===== config.mk =====
export PLATFORM = sky130hd
export DESIGN_NAME = key_debounce_bank
export DESIGN_NICKNAME = d
export VERILOG_FILES = /design/src/rtl/key_pkg.sv /design/src/rtl/key_debounce_chan.sv /design/src/rtl/key_debounce_bank.sv
export SDC_FILE = /design/constraint.sdc
export NUM_CORES = 1
export LEC_CHECK = 0
export BUFFER_PORTS_ARGS = -buffer_cell sky130_fd_sc_hd__buf_2
export CAP_MARGIN = 40
export CORE_MARGIN = 5
export CORE_UTILIZATION = 65
export DETAILED_ROUTE_END_ITERATION = 6
export GPL_TIMING_DRIVEN = 0
export PLACE_DENSITY_LB_ADDON = 0.15
export SKIP_CTS_REPAIR_TIMING = 1
export SLEW_MARGIN = 0
export SYNTH_ARGS = -nofsm -noshare
export SYNTH_HDL_FRONTEND = slang
export SYNTH_SLANG_ARGS = --single-unit

===== constraint.sdc =====
create_clock -name clk -period 6 [get_ports clk]
set_clock_uncertainty 0.15 [all_clocks]
set_input_delay 1.8 -clock clk [delete_from_list [all_inputs] [get_ports clk]]
set_output_delay 1.8 -clock clk [all_outputs]
set_load 0.01 [all_outputs]

===== src/rtl/key_pkg.sv =====
// Shared types and helpers for the key debounce bank.
// Optional auto-repeat is selected with the KEY_AUTOREPEAT_EN macro.
package key_pkg;

  typedef enum logic [1:0] {
    StUp,
    StDnPend,
    StDn,
    StUpPend
  } key_state_e;

  localparam int unsigned MsPerSec = 1000;
  localparam int unsigned StateW   = 2;

  function automatic int unsigned ms_to_cycles(input int unsigned clk_hz, input int unsigned ms);
    return clk_hz / MsPerSec * ms;
  endfunction

  // Bits needed to hold values 0..max_val inclusive.
  function automatic int unsigned cnt_width(input int unsigned max_val);
    return (max_val < 1) ? 1 : $clog2(max_val + 1);
  endfunction

endpackage


===== src/rtl/key_debounce_chan.sv =====
// One key channel: 2-flop synchroniser, debounce FSM, hold counter and strobes.
// Defining KEY_AUTOREPEAT_EN adds periodic key_press re-pulses after a long press.
module key_debounce_chan
  import key_pkg::*;
#(
  parameter int unsigned DB_CYCLES     = 4,
  parameter int unsigned LONG_CYCLES   = 20,
`ifdef KEY_AUTOREPEAT_EN
  parameter int unsigned REPEAT_CYCLES = 5,
`endif
  parameter int unsigned ACTIVE_LOW    = 1
) (
  input  logic clk,
  input  logic rst,
  input  logic key_in,
  output logic key_level,
  output logic key_press,
  output logic key_release,
  output logic key_long
);

  localparam int unsigned CntW  = cnt_width(DB_CYCLES);
  localparam int unsigned HcntW = cnt_width(LONG_CYCLES);

  logic       sync1_q, sync_q;
  key_state_e state_q, state_d;
  logic [CntW-1:0]  cnt_q, cnt_d;
  logic [HcntW-1:0] hcnt_q, hcnt_d;
  logic level_q, level_d;
  logic press_q, press_d;
  logic release_q, release_d;
  logic long_q, long_d;

  // Normalised so that 1 always means pressed; reset loads the released level.
  always_ff @(posedge clk) begin
    if (rst) begin
      sync1_q <= 1'b0;
      sync_q  <= 1'b0;
    end else begin
      sync1_q <= key_in ^ (ACTIVE_LOW != 0);
      sync_q  <= sync1_q;
    end
  end

`ifdef KEY_AUTOREPEAT_EN
  localparam int unsigned RcntW = cnt_width(REPEAT_CYCLES);
  logic [RcntW-1:0] rcnt_q, rcnt_d;

  always_ff @(posedge clk) begin
    if (rst) rcnt_q <= '0;
    else     rcnt_q <= rcnt_d;
  end
`endif

  always_ff @(posedge clk) begin
    if (rst) begin
      state_q   <= StUp;
      cnt_q     <= '0;
      hcnt_q    <= '0;
      level_q   <= 1'b0;
      press_q   <= 1'b0;
      release_q <= 1'b0;
      long_q    <= 1'b0;
    end else begin
      state_q   <= state_d;
      cnt_q     <= cnt_d;
      hcnt_q    <= hcnt_d;
      level_q   <= level_d;
      press_q   <= press_d;
      release_q <= release_d;
      long_q    <= long_d;
    end
  end

  always_comb begin
    state_d   = state_q;
    cnt_d     = cnt_q;
    hcnt_d    = hcnt_q;
    level_d   = level_q;
    press_d   = 1'b0;
    release_d = 1'b0;
    long_d    = 1'b0;
`ifdef KEY_AUTOREPEAT_EN
    rcnt_d    = '0;
`endif
    unique case (state_q)
      StUp: begin
        if (sync_q) begin
          state_d = StDnPend;
          cnt_d   = CntW'(1);
        end
      end
      StDnPend: begin
        if (!sync_q) begin
          state_d = StUp;
          cnt_d   = '0;
        end else if (cnt_q == CntW'(DB_CYCLES - 1)) begin
          state_d = StDn;
          cnt_d   = '0;
          hcnt_d  = '0;
          level_d = 1'b1;
          press_d = 1'b1;
        end else begin
          cnt_d = cnt_q + CntW'(1);
        end
      end
      StDn: begin
        // Saturating at LONG_CYCLES makes the long strobe fire once per press.
        if (hcnt_q != HcntW'(LONG_CYCLES)) hcnt_d = hcnt_q + HcntW'(1);
        if (hcnt_q == HcntW'(LONG_CYCLES - 2)) long_d = 1'b1;
`ifdef KEY_AUTOREPEAT_EN
        if (hcnt_q >= HcntW'(LONG_CYCLES - 1)) begin
          if (rcnt_q == RcntW'(REPEAT_CYCLES - 1)) begin
            press_d = 1'b1;
            rcnt_d  = '0;
          end else begin
            rcnt_d = rcnt_q + RcntW'(1);
          end
        end
`endif
        if (!sync_q) begin
          state_d = StUpPend;
          cnt_d   = CntW'(1);
        end
      end
      StUpPend: begin
        if (sync_q) begin
          state_d = StDn;
          cnt_d   = '0;
        end else if (cnt_q == CntW'(DB_CYCLES - 1)) begin
          state_d   = StUp;
          cnt_d     = '0;
          hcnt_d    = '0;
          level_d   = 1'b0;
          release_d = 1'b1;
        end else begin
          cnt_d = cnt_q + CntW'(1);
        end
      end
      default: begin
        state_d = StUp;
        cnt_d   = '0;
      end
    endcase
  end

  assign key_level   = level_q;
  assign key_press   = press_q;
  assign key_release = release_q;
  assign key_long    = long_q;

endmodule


===== src/rtl/key_debounce_bank.sv =====
// N_KEYS independent push-button conditioners (level, press/release/long strobes).
// Defining KEY_AUTOREPEAT_EN enables key_press auto-repeat after a long press.
module key_debounce_bank
  import key_pkg::*;
#(
  parameter int unsigned N_KEYS      = 4,
  parameter int unsigned CLK_HZ      = 50000000,
  parameter int unsigned DEBOUNCE_MS = 20,
  parameter int unsigned LONG_MS     = 1000,
  parameter int unsigned REPEAT_MS   = 200,
  parameter int unsigned ACTIVE_LOW  = 1
) (
  input  logic              clk,
  input  logic              rst,
  input  logic [N_KEYS-1:0] key_in,
  output logic [N_KEYS-1:0] key_level,
  output logic [N_KEYS-1:0] key_press,
  output logic [N_KEYS-1:0] key_release,
  output logic [N_KEYS-1:0] key_long
);

  localparam int unsigned DB_CYCLES     = ms_to_cycles(CLK_HZ, DEBOUNCE_MS);
  localparam int unsigned LONG_CYCLES   = ms_to_cycles(CLK_HZ, LONG_MS);
  localparam int unsigned REPEAT_CYCLES = ms_to_cycles(CLK_HZ, REPEAT_MS);

  // Counter compares assume at least two debounce cycles and a longer hold time.
  if (DB_CYCLES < 2 || LONG_CYCLES <= DB_CYCLES || REPEAT_CYCLES < 1) begin : g_cfg_err
    $error("key_debounce_bank: invalid timing parameters");
  end

  for (genvar i = 0; i < int'(N_KEYS); i++) begin : g_chan
    key_debounce_chan #(
      .DB_CYCLES    (DB_CYCLES),
      .LONG_CYCLES  (LONG_CYCLES),
`ifdef KEY_AUTOREPEAT_EN
      .REPEAT_CYCLES(REPEAT_CYCLES),
`endif
      .ACTIVE_LOW   (ACTIVE_LOW)
    ) u_chan (
      .clk        (clk),
      .rst        (rst),
      .key_in     (key_in[i]),
      .key_level  (key_level[i]),
      .key_press  (key_press[i]),
      .key_release(key_release[i]),
      .key_long   (key_long[i])
    );
  end

endmodule


==> key figures <==
Outcome
  – Status: complete, no violations

Drt
  – Post-route DRC: 0
  – Vias/cell: approximately 6.3
  – Wire length per cell: around 16 um
  – Initial DRC Count: ~770
  – Iteration count of the initial detailed-routing pass: 5
  – Wirelength, routed: ~27000 um
  – Via count: 10400
  – Final antenna-violating net count: 0

Logic synthesis
  – Post-synthesis mux area share: 0.00272
  – Ys async rst share: 0
  – Synth Area in XOR/XNOR: 0.0636
  – Largest family of logic cells by synthesized area: simple AND/OR/NAND/NOR gates
  – Synthesized instance count: roughly 1400
  – Post-synthesis sequential area ratio: 0.392
  – Syn Nets: 1379
  – Synth Area in Simple Gates: 0.280
  – Post-Synth Adder-Cell Area: 0.0182
  – Synth Flop Type: dfxtp_1
  – Yosys reg bits: 216
  – Avg Inst Size Synth: between 8 and 9 um2
  – EDFF count, synth: 0
  – Unique cell type count in the Yosys netlist: 65
  – Mapped Area: 11000 um2
  – Yosys warns: 0
  – Post-synthesis compound-gate area fraction: 0.193

Worst setup path
  – CP top delay family: buffers and inverters
  – Startpoint Class: input port
  – Crit Path Category: input port to flop
  – Slowest cell delay on critical path: roughly 0.66 ns
  – Slowest stage cell, crit path: clkbuf_1
  – Crit-path max FO: 10
  – WP data required: roughly 6.2 ns
  – CP Buf/Inv Count: 4
  – CP most frequent cell: clkbuf_1
  – Data arrival, critical path: 3.88 ns
  – CP endpoint kind: flop
  – CP cell instances: buf_2 -> clkbuf_1 -> clkbuf_1 -> buf_1 -> nor2_1

Finish
  – Antenna cells: 0
  – Most frequent cells in the layout: 216 x dfxtp_1, 168 x nor2_1, 111 x nand2_1
  – Most common cell after layout, fill and taps aside: dfxtp_1
  – Share of cells above drive strength 1: 0.0747
  – Design Area, Final: 12200 um2
  – Final Util: 0.733
  – Fin nets: 1426
  – Syn-to-layout area delta: 10.3%

STA
  – RSZ-0062 raised after global routing: no
  – Tightest Pin Transition: 0.843 ns
  – Tmin final: between 3 and 4 ns
  – Achievable Freq: ~270 MHz
  – Hold Vio Cnt, Final: 0
  – Final worst-path cycle share: 0.613
  – Hold slack final: between 0.2 and 0.3 ns
  – Setup TNS: 0 ns
  – Final slew viol count: 0
  – Final setup fails: 0
  – Slew margin rel.: 0.431

Floorplanning
  – Die area: 19700 um2
  – Initial core utilization: 0.665
  – Site Rows: 47
  – Core box area: roughly 17000 um2
  – Die Wd: about 140 um
  – Num ports: 22
  – Die H: roughly 140 um

Global routing
  – Largest net degree at the start of global routing: 14
  – GR Overflow Total: 0
  – First-pass GRT wire length: 45200 um
  – Vias in the first global route: between 9000 and 10000
  – Initial antenna violation count: 0
  – GRT Util Overall: 0.264

Clock network
  – Worst-skew pair later-pin latency: roughly 0.50 ns
  – H-tree levels: 1
  – TritonCTS Buffers: 23
  – CTS tree: built
  – Root buffer cell: clkbuf_16
  – Clock tree buffer depth: 3
  – Reg clk slew, reported paths: roughly 0.06 ns
  – Clk sink count: ~220

Pwr
  – Pleak: 4.01 nW
  – VDD IR max: about 0.0003 V
  – P per Cell Area: between 200 and 250 nW/um2

Run
  – # Max-Cap Violations: 0

Placement
  – Post-DP Area: about 11000 um2
  – # port buffers: 21
  – Gpl congestion: approximately 0.89
  – Detailed Place HPWL: roughly 18000 um

Hold path
  – Worst hold path class: flop to flop
==> final cells by class <==
class,count,area [um2]
Clock buffer,37,708
Fill cell,1292,4420
Buffer,104,468
Clock inverter,3,42.5
Tap cell,220,275
Inverter,24,90.1
Multi-Input combinational cell,1013,6140
Sequential cell,216,4320
Timing Repair Buffer,22,110
==> final timing paths <==
kind | startpoint | end | slack, ns | cells past startpoint
setup / recovery | rst | flop | 2.32 | 5
hold / removal | g_chan[3].u_chan.sync1_q | g_chan[3].u_chan.sync_q | 0.30 | 1
setup reg to reg | g_chan[2].u_chan.cnt_q[0] | g_chan[2].u_chan.cnt_q[19] | 3.05 | 8
hold reg to reg | g_chan[3].u_chan.sync1_q | g_chan[3].u_chan.sync_q | 0.30 | 1
==> registers in the layout (all words and copies together), names as in the netlist, named ones only <==
name / count
g_chan.u_chan.cnt_q: 80
g_chan.u_chan.hcnt_q: 104
g_chan.u_chan.key_level: 4
g_chan.u_chan.key_long: 4
g_chan.u_chan.key_press: 4
g_chan.u_chan.key_release: 4
g_chan.u_chan.state_q: 4
g_chan.u_chan.sync1_q: 4
g_chan.u_chan.sync_q: 4
==> logic make-up after synthesis <==
family,after synthesis
AO/OA/AOI/OAI,312
XOR/XNOR,80
adder cells (fa/ha/maj),16
buffers and inverters,128
flip-flops,216
multiplexers,3
AND/OR/NAND/NOR,602
==> where the power goes <==
group,leakage (nW),internal [mW],switching [mW],total [mW]
clock network,0.366,0.845,0.560,1.40
logic,1.90,0.0261,0.0629,0.0889
registers,1.74,1.44,0.00870,1.45
==> worst reg2reg max path: cells and delay by family, from the launching register on <==
kind | cells | cell delay (ns)
compound gates | 4 | 0.74
fa+ha+maj | 1 | 0.24
buf+inv | 1 | 0.44
flops | 1 | 0.42
simple gates | 2 | 0.83
==> Yosys cell counts, types with 6 or more instances <==
library cell  count  area [um2]
a2111oi_0         6        52.6
a211oi_1         20         150
a21oi_1          84         420
a311oi_1         40         350
a31oi_1          18         113
a41oi_1          12         105
and2_1           20         125
and3_1           34         213
and4_1           17         149
buf_1             7        26.3
buf_2            10        50.1
buf_4            17         128
clkbuf_1         69         259
dfxtp_1         216        4320
ha_1             16         200
inv_1            23        86.3
nand2_1         111         417
nand3_1          65         325
nand4_1          45         282
nor2_1          168         631
nor2b_1           7        43.8
nor3_1           39         195
nor4_1           21         131
nor4b_1           8        70.1
nor4bb_1          6        60.1
o2111ai_1        12         105
o211a_1          14         140
o211ai_1         14         105
o21ai_0          60         300
or2_2            10        62.6
or3_1            18         113
or4_1             8        60.1
xnor2_1          41         359
xor2_1           39         342
==> per-layer routing <==
| metal | vias to the layer above | track usage | routed length [um] |
|---|---|---|---|
| met5 | - | 0 | 0 |
| met4 | 0 | 0.0913 | 724 |
| met3 | 57 | 0.0348 | 1590 |
| met2 | 367 | 0.439 | 12700 |
| met1 | 4879 | 0.354 | 11800 |
| li1 | 5078 | - | - |
==> per-stage QoR <==
| step | worst slack, ns | std cells | total power [mW] |
|---|---|---|---|
| 3_5_place_dp | 1.83 | 1599 | 1.57 |
| 3_3_place_gp | 1.81 | 1598 | 1.57 |
| 5_1_grt | 2.25 | 1639 | 3.04 |
| 6_report | 2.32 | 1639 | 2.95 |
| 2_1_floorplan | 3.04 | 1357 | 1.54 |
| 4_1_cts | 2.29 | 1639 | 2.96 |
(Power assumes the default switching activity.)
